### src/rtl/serial_pkg.sv
// Shared types and constants for the serial transmit path.
package serial_pkg;

    typedef enum logic [1:0] {
        IDLE  = 2'd0,
        START = 2'd1,
        DATA  = 2'd2,
        STOP  = 2'd3
    } tx_state_t;

    localparam logic TX_IDLE_LEVEL = 1'b1;

endpackage

### src/rtl/bit_slot_counter.sv
// Count-and-clear up-counter with a terminal flag; clear wins over enable.
module bit_slot_counter #(
    parameter int WIDTH = 4,
    parameter int TERM  = 15
) (
    input  logic             clk,
    input  logic             clr,
    input  logic             en,
    output logic [WIDTH-1:0] count,
    output logic             term
);

    localparam logic [WIDTH-1:0] TERM_V = WIDTH'(TERM);

    always_ff @(posedge clk) begin
        if (clr) begin
            count <= '0;
        end else if (en) begin
            count <= count + WIDTH'(1);
        end
    end

    assign term = (count == TERM_V);

endmodule

### src/rtl/serial_tx_ctrl.sv
// Serial frame sequencer: start bit, DATA_BITS data bits LSB first, one stop bit,
// each held CLKS_PER_BIT cycles on a registered tx line.
module serial_tx_ctrl
    import serial_pkg::*;
#(
    parameter int DATA_BITS    = 8,
    parameter int CLKS_PER_BIT = 16
) (
    input  logic                 clk,
    input  logic                 rst,
    input  logic                 load,
    input  logic [DATA_BITS-1:0] data_in,
    output logic                 ready,
    output logic                 busy,
    output logic                 tx,
    output logic                 done
);

    localparam int SLOT_W = ($clog2(CLKS_PER_BIT) > 0) ? $clog2(CLKS_PER_BIT) : 1;

    tx_state_t              state, state_n;
    logic [DATA_BITS-1:0]   shift_reg, shift_n;
    logic                   tx_n, done_n;
    logic [SLOT_W-1:0]      slot;
    logic                   slot_end;
    logic [3:0]             idx;
    logic                   idx_last;
    logic                   count_unused;

    // Handshake: a frame starts on any edge where load=1 and ready=1;
    // ready is high exactly while idle, and load is ignored otherwise.
    assign ready = (state == IDLE);
    assign busy  = ~ready;

    // Slot restarts on every state entry and every bit boundary.
    bit_slot_counter #(.WIDTH(SLOT_W), .TERM(CLKS_PER_BIT - 1)) u_slot (
        .clk   (clk),
        .clr   (rst | (state == IDLE) | slot_end),
        .en    (state != IDLE),
        .count (slot),
        .term  (slot_end)
    );

    bit_slot_counter #(.WIDTH(4), .TERM(DATA_BITS - 1)) u_index (
        .clk   (clk),
        .clr   (rst | (state == IDLE)),
        .en    ((state == DATA) & slot_end & ~idx_last),
        .count (idx),
        .term  (idx_last)
    );

    assign count_unused = ^{slot, idx};

    always_comb begin
        state_n = state;
        shift_n = shift_reg;
        done_n  = 1'b0;
        tx_n    = TX_IDLE_LEVEL;
        case (state)
            IDLE: begin
                if (load) begin
                    state_n = START;
                    shift_n = data_in;
                end
            end
            START: begin
                if (slot_end) state_n = DATA;
            end
            DATA: begin
                if (slot_end) begin
                    if (idx_last) state_n = STOP;
                    else          shift_n = shift_reg >> 1;
                end
            end
            STOP: begin
                if (slot_end) begin
                    state_n = IDLE;
                    done_n  = 1'b1;
                end
            end
            default: state_n = IDLE;
        endcase
        // tx is registered from the next state so it lines up with the state it belongs to.
        case (state_n)
            START:   tx_n = 1'b0;
            DATA:    tx_n = shift_n[0];
            default: tx_n = TX_IDLE_LEVEL;
        endcase
    end

    always_ff @(posedge clk) begin
        if (rst) begin
            state     <= IDLE;
            shift_reg <= '0;
            tx        <= TX_IDLE_LEVEL;
            done      <= 1'b0;
        end else begin
            state     <= state_n;
            shift_reg <= shift_n;
            tx        <= tx_n;
            done      <= done_n;
        end
    end

endmodule

### config.mk
export PLATFORM = sky130hd
export DESIGN_NAME = serial_tx_ctrl
export DESIGN_NICKNAME = d
export VERILOG_FILES = /design/src/rtl/serial_pkg.sv /design/src/rtl/bit_slot_counter.sv /design/src/rtl/serial_tx_ctrl.sv
export SDC_FILE = /design/constraint.sdc
export NUM_CORES = 1
export LEC_CHECK = 0
export ABC_AREA = 1
export BUFFER_PORTS_ARGS = -buffer_cell sky130_fd_sc_hd__buf_2
export CAP_MARGIN = 20
export CORE_UTILIZATION = 35
export DETAILED_ROUTE_END_ITERATION = 6
export GPL_TIMING_DRIVEN = 0
export SYNTH_ARGS = -nofsm -noshare
export SYNTH_HDL_FRONTEND = slang
export SYNTH_HIERARCHICAL = 1
export SYNTH_SLANG_ARGS = --single-unit
### constraint.sdc
create_clock -name clk -period 1.7 [get_ports clk]
set_input_delay 0.085 -clock clk [delete_from_list [all_inputs] [get_ports clk]]
set_output_delay 0.085 -clock clk [all_outputs]
set_load 0.05 [all_outputs]
==> out/metrics.cfg, run 1 <==
[timing]
setup-violations-final=0
timing.final.crit_share_pct=91.9
skew_ns=0.000584
unrepaired_setup_endpoints_after_global_routing=no
hold_vio_cnt_final=0
final-max-slew-violation-count=0
final_period_minus_worst_setup_slack_ns=1.56
timing.hold.ws_ns=0.0325
slew_margin_rel_pct=68.0
totalNegativeSetupSlack_ns=0
max_freq_ghz=0.640
worst_slew_pin_slew_ns=0.481

[worst_setup_path]
rr_startpoint=u_slot/count[0]
crit_required_ns=1.62
crit_fanout=15
critPathLaunch=state[0]
worst_setup_path_end_kind=output pin
crit_path_start_kind=flip-flop
timing_worst_setup_path_type=reg2out
crit_path_arrival_time_ns=1.48

[drt]
post_drt_via_cell_ratio=4.67
detail_route.iter0.violations=19
route.antenna.remaining_nets=0
number_of_design_rule_violations_left_after_detail_routing=0
drt_wl_total_um=2030
detailedRoute.firstPassIterationCount=4
routed_wire_length_per_instance_um=10.2
route.vias.total=933

[layout]
ratio_of_cells_with_drive_above_1_in_the_final_layout_pct=23.1
layout_common_cells=sky130_fd_sc_hd__nand2_1 (41), sky130_fd_sc_hd__nor2_1 (23), sky130_fd_sc_hd__a21oi_1 (20), sky130_fd_sc_hd__dfxtp_1 (18)
mostFrequentLayoutCell=sky130_fd_sc_hd__nand2_1
num-nets-final=183
area_delta_synth_final_pct=18.2
num_antenna_cells=0
largest_register_ff_count=8

[placed_design]
numPortBuffers=13
routabilityCongestion=0.764
place.detailed.hpwl_um=1540

[die]
die-height_um=55.7
ios=15
dieWidth_um=55.7
initial_core_util_pct=36.9
die_area_sq_um=3100
design.core.area_sq_um=2730
num_rows=19

[global_route]
grt_pass1_wl_um=3550
grt_max_degree=16
number_of_global_route_vias_before_repair=874
total_gr_overflow=0
antenna_violations_before_repair=0
grt.total_usage_pct=14.5

[clock_network]
clk_root_buffer_cell=sky130_fd_sc_hd__clkbuf_4
path_clk_slew_ns=0.11
cts_made_buffers=3
clk_path_buf_depth=2
htree_num_levels=1
clock_sink_total=20
clk-insertion-delay-late_ns=0.29
tritoncts_clock_tree=yes

[pwr]
leakage_nw=0.564
max-vdd-ir-drop_mv=0.426
design_power_total_uw=910
power.density_cell_area_nw_per_um2=762

[min_path]
hp-class=in2reg
hold_start=data_in[7]

[logic_synthesis]
syn_nets=161
yosys_synthesis_warning_count=6
synthesis.instances=148
synth_sequential_area_ratio_pct=39.7
synth_seq_cells=20
post_synth_design_cell_area_sq_um=1010
post_synthesis_cell_type_count=19
synth.avg_cell_area_sq_um=6.82

[run]
max-cap-violations=0

[run_status]
run_status=finished clean

-- kinds of logic after synthesis --
kind of cell    Yosys count  share of synthesized area (%)
buf+inv                  19                           7.19
fa+ha+maj                 2                           2.48
simple gates             85                           39.8
flops                    20                           39.7
compound gates           22                           10.9
-- per-layer routing --
layer  global-route usage (%)  vias to the layer above  wire length, um
li1                         -                      507                -
met1                     17.2                      414              939
met2                     25.6                       10             1030
met3                     2.09                        2               47
met4                     6.43                        0               17
met5                        0                        -                0
-- synthesized netlist by cell type (all sizes together) --
| master | instances | share of area, % |
|---|---|---|
| nand2 | 46 | 19 |
| nand3b | 1 | 0.74 |
| buf | 1 | 0.50 |
| a21oi | 20 | 9.9 |
| inv | 17 | 6.3 |
| clkbuf | 1 | 0.37 |
| nor2 | 29 | 15 |
| dfxtp | 20 | 40 |
| and3 | 1 | 0.62 |
| nor4 | 1 | 0.62 |
| o21ai | 2 | 0.99 |
| nand3 | 7 | 3.5 |
| ha | 2 | 2.5 |
-- path summary, 6_finish.rpt --
check | to | slack [ns] | cells past startpoint
max reg2reg | shift_reg[1] | 0.15 | 8
min | shift_reg[7] | 0.03 | 3
max | busy | 0.14 | 3
min reg2reg | shift_reg[3] | 0.47 | 2
-- power breakdown --
| part | internal [mW] | leakage, nW | switching (mW) |
|---|---|---|---|
| Clock | 0.130 | 0.0210 | 0.145 |
| Combinational | 0.0466 | 0.379 | 0.0884 |
| Sequential | 0.486 | 0.164 | 0.0130 |
-- per-stage QoR --
stage	cell area [sq um]	util (%)	instances	setup WS, ns
after detailed placement	1110	40.7	192	-0.0773
final	1190	43.7	200	0.137
after global routing	1190	43.7	200	0.0117
after floorplan	1010	-	148	0.140
after global placement	1110	40.7	192	-0.0377
after CTS	1180	43.2	200	0.0250
-- worst max-delay path, cell delays in order (launching register included) --
cell and delay, ns:
sky130_fd_sc_hd__dfxtp_1 0.52, sky130_fd_sc_hd__nor2_4 0.11, sky130_fd_sc_hd__inv_2 0.23, sky130_fd_sc_hd__buf_2 0.32
-- layout make-up --
type | count | area, sq um
Fill cell | 285 | 1540
Multi-Input combinational cell | 109 | 546
Sequential cell | 20 | 403
Timing Repair Buffer | 17 | 97.6
Inverter | 17 | 63.8
Tap cell | 31 | 38.8
Clock buffer | 4 | 36.3
Buffer | 2 | 8.76
-- timing repair --
item,CTS,global route
setup endpoints to repair,1,11
hold buffers,1,0
endpoints found under the hold margin,1,0
buffers inserted,3,0
gates resized for setup,0,6
gates cloned,0,0
pin swaps,1,0
(Power assumes the default switching activity.)
==> run 2, diff against run 1 <==
CORE_ASPECT_RATIO = 1.1   (was unset)
==> run 2 against run 1 <==
Effect of this change:
- critical path depth rose by 6
- combinational power barely moved
- worst hold slack improved by 0.016 ns
- wire length rose by 7.3%
- global-route usage rose by 1.6 points
==> out/metrics.cfg, run 2 (synthesized netlist as in run 1, its figures left out) <==
[run_status]
run_status=finished clean

[layout]
num-nets-final=184
final.fill_count=297
ratio_of_cells_with_drive_above_1_in_the_final_layout_pct=23.5
num_antenna_cells=0
layout_common_cells=sky130_fd_sc_hd__nand2_1 (41), sky130_fd_sc_hd__nor2_1 (23), sky130_fd_sc_hd__a21oi_1 (20), sky130_fd_sc_hd__dfxtp_1 (18)
mostFrequentLayoutCell=sky130_fd_sc_hd__nand2_1
post-route-cell-area_sq_um=1210
largest_register_ff_count=8
area_delta_synth_final_pct=19.6

[worst_setup_path]
rr_endpoint=u_index/count[3]
register_to_register_setup_slack_ns=0.14
worst-r2r-cell-count=9
timing_worst_setup_path_type=reg2reg
worst_setup_path_end_kind=flip-flop
rr_startpoint=u_slot/count[0]
crit_required_ns=1.92
crit_path_start_kind=flip-flop
crit_fanout=8
crit_path_arrival_time_ns=1.78

[min_path]
hold_start=data_in[7]
hp-class=in2reg
worst_hold_path.endpoint=shift_reg[7]
min_delay_path_depth=3

[global_route]
grt_max_degree=16
grt_pass1_wl_um=3640
antenna_violations_before_repair=0
number_of_global_route_vias_before_repair=922
total_gr_overflow=0
grt.total_usage_pct=16.1

[timing]
worst_slew_pin_slew_ns=0.452
max_freq_ghz=0.641
timing.final.crit_share_pct=91.8
final_period_minus_worst_setup_slack_ns=1.56
setup-violations-final=0
hold_vio_cnt_final=0
timing.hold.ws_ns=0.0488
skew_ns=0.00249
final-max-slew-violation-count=0
slew_margin_rel_pct=69.8

[pwr]
max-vdd-ir-drop_mv=0.520
leakage_nw=0.568
design_power_total_uw=923
power.density_cell_area_nw_per_um2=764

[drt]
post_drt_via_cell_ratio=4.71
number_of_design_rule_violations_left_after_detail_routing=0
route.vias.total=957
detail_route.iter0.violations=23
drt_wl_total_um=2180
route.antenna.remaining_nets=0
routed_wire_length_per_instance_um=10.7
detailedRoute.firstPassIterationCount=4

[die]
ios=15
die_area_sq_um=3100
dieWidth_um=53.2
num_rows=20
die-height_um=58.3
design.core.area_sq_um=2750
initial_core_util_pct=36.7

[placed_design]
numPortBuffers=13
postPlaceCellArea_sq_um=1120
routabilityCongestion=0.743
place.detailed.hpwl_um=1590

[clock_network]
htree_num_levels=1
tritoncts_clock_tree=yes
clk_path_buf_depth=2
clk_root_buffer_cell=sky130_fd_sc_hd__clkbuf_4
cts_made_buffers=3
clk-insertion-delay-late_ns=0.31
clock_sink_total=20
path_clk_slew_ns=0.12

[run]
max-cap-violations=0

## run 2: changes by cell type in the layout (fill, tap and decap cells not counted)
cell	previous run	this run
sky130_fd_sc_hd__and3_2	1	0
sky130_fd_sc_hd__and3_4	0	1
sky130_fd_sc_hd__buf_4	3	4
## run 2: report_power, final
group          total [mW]  switching [mW]  internal, mW  leakage, nW
sequential          0.499          0.0128         0.486        0.164
clock               0.287           0.156         0.131       0.0210
combinational       0.137          0.0907        0.0467        0.383
## run 2: worst max path at each step
stage	start	end	slack (ns)	depth (start not counted)
after floorplan	u_slot/count[0]	u_index/count[3]	0.14	9
after global placement	u_slot/count[0]	u_index/count[3]	-0.05	9
after detailed placement	u_slot/count[0]	u_index/count[3]	-0.07	9
after CTS	u_index/count[0]	shift_reg[3]	0.03	10
after global routing	u_index/count[0]	shift_reg[4]	-0.01	10
final	u_slot/count[0]	u_index/count[3]	0.14	9
## run 2: area by class of cell
class | instances | area [sq um] | share of cell area [%]
buffer | 2 | 8.76 | 0.725
clock buffer | 4 | 36.3 | 3.01
inverter | 17 | 63.8 | 5.28
multi-input combinational | 109 | 549 | 45.5
sequential | 20 | 403 | 33.4
tap | 33 | 41.3 | 3.42
timing repair buffer | 18 | 105 | 8.70
## run 2: repair_timing
item,CTS,global route
buffers inserted,4,0
hold endpoints to repair,1,0
gates cloned,0,0
hold buffers,1,0
setup endpoints to repair,1,10
pin swaps,1,0
resized for setup,1,6
## run 2: layer usage
layer	up-vias	routed length, um	track usage [%]
li1	507	-	-
met1	426	1010	18.5
met2	19	1060	28.2
met3	5	63	2.33
met4	0	44	7.89
met5	-	0	0
## run 2: metrics by stage
stage	TNS, ns	utilization, %	setup WS (ns)	cells
final	0	43.9	0.140	203
after global routing	-0.0220	43.9	-0.0139	203
after CTS	0	43.4	0.0270	203
after detailed placement	-0.0698	40.5	-0.0698	194
after global placement	-0.0476	40.5	-0.0476	194
after floorplan	0	-	0.140	148
## run 2: critical path: stages, from the launching register on
cell and delay (ns):
sky130_fd_sc_hd__dfxtp_1 0.40, sky130_fd_sc_hd__ha_1 0.21, sky130_fd_sc_hd__and3_4 0.24, sky130_fd_sc_hd__nand2_2 0.10, sky130_fd_sc_hd__nor2_8 0.16, sky130_fd_sc_hd__nand2_2 0.07
sky130_fd_sc_hd__nor2_2 0.13, sky130_fd_sc_hd__nand2_1 0.06, sky130_fd_sc_hd__nand2_1 0.06, sky130_fd_sc_hd__nor2_1 0.04
==> run 3, diff against run 2 <==
clock period = 1.5 ns   (was 1.7 ns; I/O delays follow)
==> run 3 against run 2 <==
Effect of this change:
- fmax rose by 5.5%
- register-to-register slack got worse by 0.12 ns
- wire length fell by 1.3%
- cell area rose by 9.1%
- global-route usage fell by 0.051 points
- first-iteration DRC count fell by 26%
- utilization rose by 4.0 points
- critical endpoint is now shift_reg[2]
==> out/metrics.cfg, run 3 (synthesized netlist as in run 1, its figures left out) <==
[timing]
timing.final.crit_share_pct=98.6
slew_margin_rel_pct=65.8
final_period_minus_worst_setup_slack_ns=1.48
setup-violations-final=0
final-max-slew-violation-count=0
hold_vio_cnt_final=0
setup_ws_ns=0.0214
skew_ns=0.00258
max_freq_ghz=0.676
worst_slew_pin_slew_ns=0.513
unrepaired_setup_endpoints_after_global_routing=yes

[layout]
ratio_of_cells_with_drive_above_1_in_the_final_layout_pct=32.7
num_antenna_cells=0
mostFrequentLayoutCell=sky130_fd_sc_hd__nand2_1
area_delta_synth_final_pct=30.5
layout_common_cells=sky130_fd_sc_hd__nand2_1 (36), sky130_fd_sc_hd__nor2_1 (22), sky130_fd_sc_hd__a21oi_1 (17), sky130_fd_sc_hd__dfxtp_1 (15), sky130_fd_sc_hd__buf_2 (13)
final.fill_count=280
largest_register_ff_count=8
post-route-cell-area_sq_um=1320
final_core_utilization_pct=47.9
num-nets-final=185

[global_route]
grt.total_usage_pct=16.0
number_of_global_route_vias_before_repair=912
grt_pass1_wl_um=3700
antenna_violations_before_repair=0
total_gr_overflow=0
grt_max_degree=16

[drt]
route.vias.total=974
route.antenna.remaining_nets=0
detailedRoute.firstPassIterationCount=5
drt_wl_total_um=2150
post_drt_via_cell_ratio=4.77
number_of_design_rule_violations_left_after_detail_routing=0
routed_wire_length_per_instance_um=10.5
detail_route.iter0.violations=17

[worst_setup_path]
crit_fanout=7
worst_setup_path_end_kind=flip-flop
path_cells=ha_4 > nand2_4 > nor2_4 > inv_2 > nand2_4 > nor2_8 > buf_12 > nor2_8 > nand2_2 > a21oi_2
worst_path_largest_cell_delay_ns=0.38
crit_path_start_kind=flip-flop
critPathSlowestCell=sky130_fd_sc_hd__dfxtp_4
crit_buf_inv=2
dominant_delay_contributor_by_cell_family_on_the_critical_path=simple AND/OR/NAND/NOR gates
timing_worst_setup_path_type=reg2reg
crit_path_arrival_time_ns=1.71
crit_required_ns=1.73

[pwr]
power.density_cell_area_nw_per_um2=788
leakage_nw=0.596
max-vdd-ir-drop_mv=0.530

[die]
die-height_um=58.3
num_rows=20
design.core.area_sq_um=2750
dieWidth_um=53.2
die_area_sq_um=3100
initial_core_util_pct=36.7
ios=15

[placed_design]
routabilityCongestion=0.871
postPlaceCellArea_sq_um=1120
place.detailed.hpwl_um=1530
numPortBuffers=13
dpl_worst_slack_ns=-0.146

[clock_network]
htree_num_levels=1
clock_sink_total=20
clk-insertion-delay-late_ns=0.29
clk_root_buffer_cell=sky130_fd_sc_hd__clkbuf_4
clk_path_buf_depth=2
cts_made_buffers=3
tritoncts_clock_tree=yes
path_clk_slew_ns=0.11

[run_status]
run_status=finished clean

[min_path]
hp-class=in2reg

[run]
max-cap-violations=0

==> run 3: cell types whose count changed in the layout (fill, tap and decap cells not counted), sizes merged <==
cell and change:
buf +1
==> run 3: path summary, 6_finish.rpt <==
check / slack, ns / depth (start not counted) / start / to
worst max-delay path: 0.02 / 10 / u_index/count[0] / shift_reg[2]
worst min-delay path: 0.03 / 3 / data_in[7] / shift_reg[7]
worst max register to register: 0.02 / 10 / u_index/count[0] / shift_reg[2]
worst min register to register: 0.47 / 2 / shift_reg[1] / shift_reg[1]
==> run 3: metal layers <==
metal | share of wire [%] | track usage [%] | vias up
met5 | 0 | 0 | -
met4 | 0.98 | 7.89 | 0
met3 | 2.8 | 2.58 | 2
met2 | 49 | 26.1 | 12
met1 | 47 | 20.1 | 449
li1 | - | - | 511
==> run 3: timing repair <==
item | 4_1_cts | 5_1_grt
hold endpoints to repair | 1 | 0
resized for setup | 6 | 22
pin swaps | 1 | 11
hold buffers | 1 | 0
setup endpoints to repair | 10 | 12
buffers inserted | 2 | 3
==> run 3: layout make-up <==
| type | count | area (sq um) | area share, % |
|---|---|---|---|
| Inverter | 17 | 63.8 | 4.84 |
| Timing Repair Buffer | 19 | 140 | 10.6 |
| Sequential cell | 20 | 414 | 31.4 |
| Multi-Input combinational cell | 109 | 613 | 46.5 |
| Tap cell | 33 | 41.3 | 3.13 |
| Buffer | 2 | 8.76 | 0.665 |
| Clock buffer | 4 | 36.3 | 2.75 |
==> run 3: through the flow <==
| step | total power, mW | setup TNS (ns) | cells | hold slack [ns] |
|---|---|---|---|---|
| 2_1_floorplan | 0.689 | 0 | 148 | 0.153 |
| 3_3_place_gp | 0.726 | -0.117 | 194 | 0.277 |
| 3_5_place_dp | 0.730 | -0.146 | 194 | 0.281 |
| 4_1_cts | 1.04 | -0.00617 | 201 | 0.0129 |
| 5_1_grt | 1.10 | -0.185 | 204 | 0.0225 |
| 6_report | 1.04 | 0 | 204 | 0.0273 |
==> run 3: where the power goes <==
part | internal (mW) | switching (mW)
registers | 0.547 | 0.0167
logic | 0.0600 | 0.107
clock network | 0.148 | 0.160
total | 0.755 | 0.283
==> run 3: worst register-to-register path: cells and delay by family (launching register included) <==
kind,cells,cell delay (ns)
flops,1,0.38
simple gates,6,0.56
buf+inv,2,0.19
fa+ha+maj,1,0.16
compound gates,1,0.13
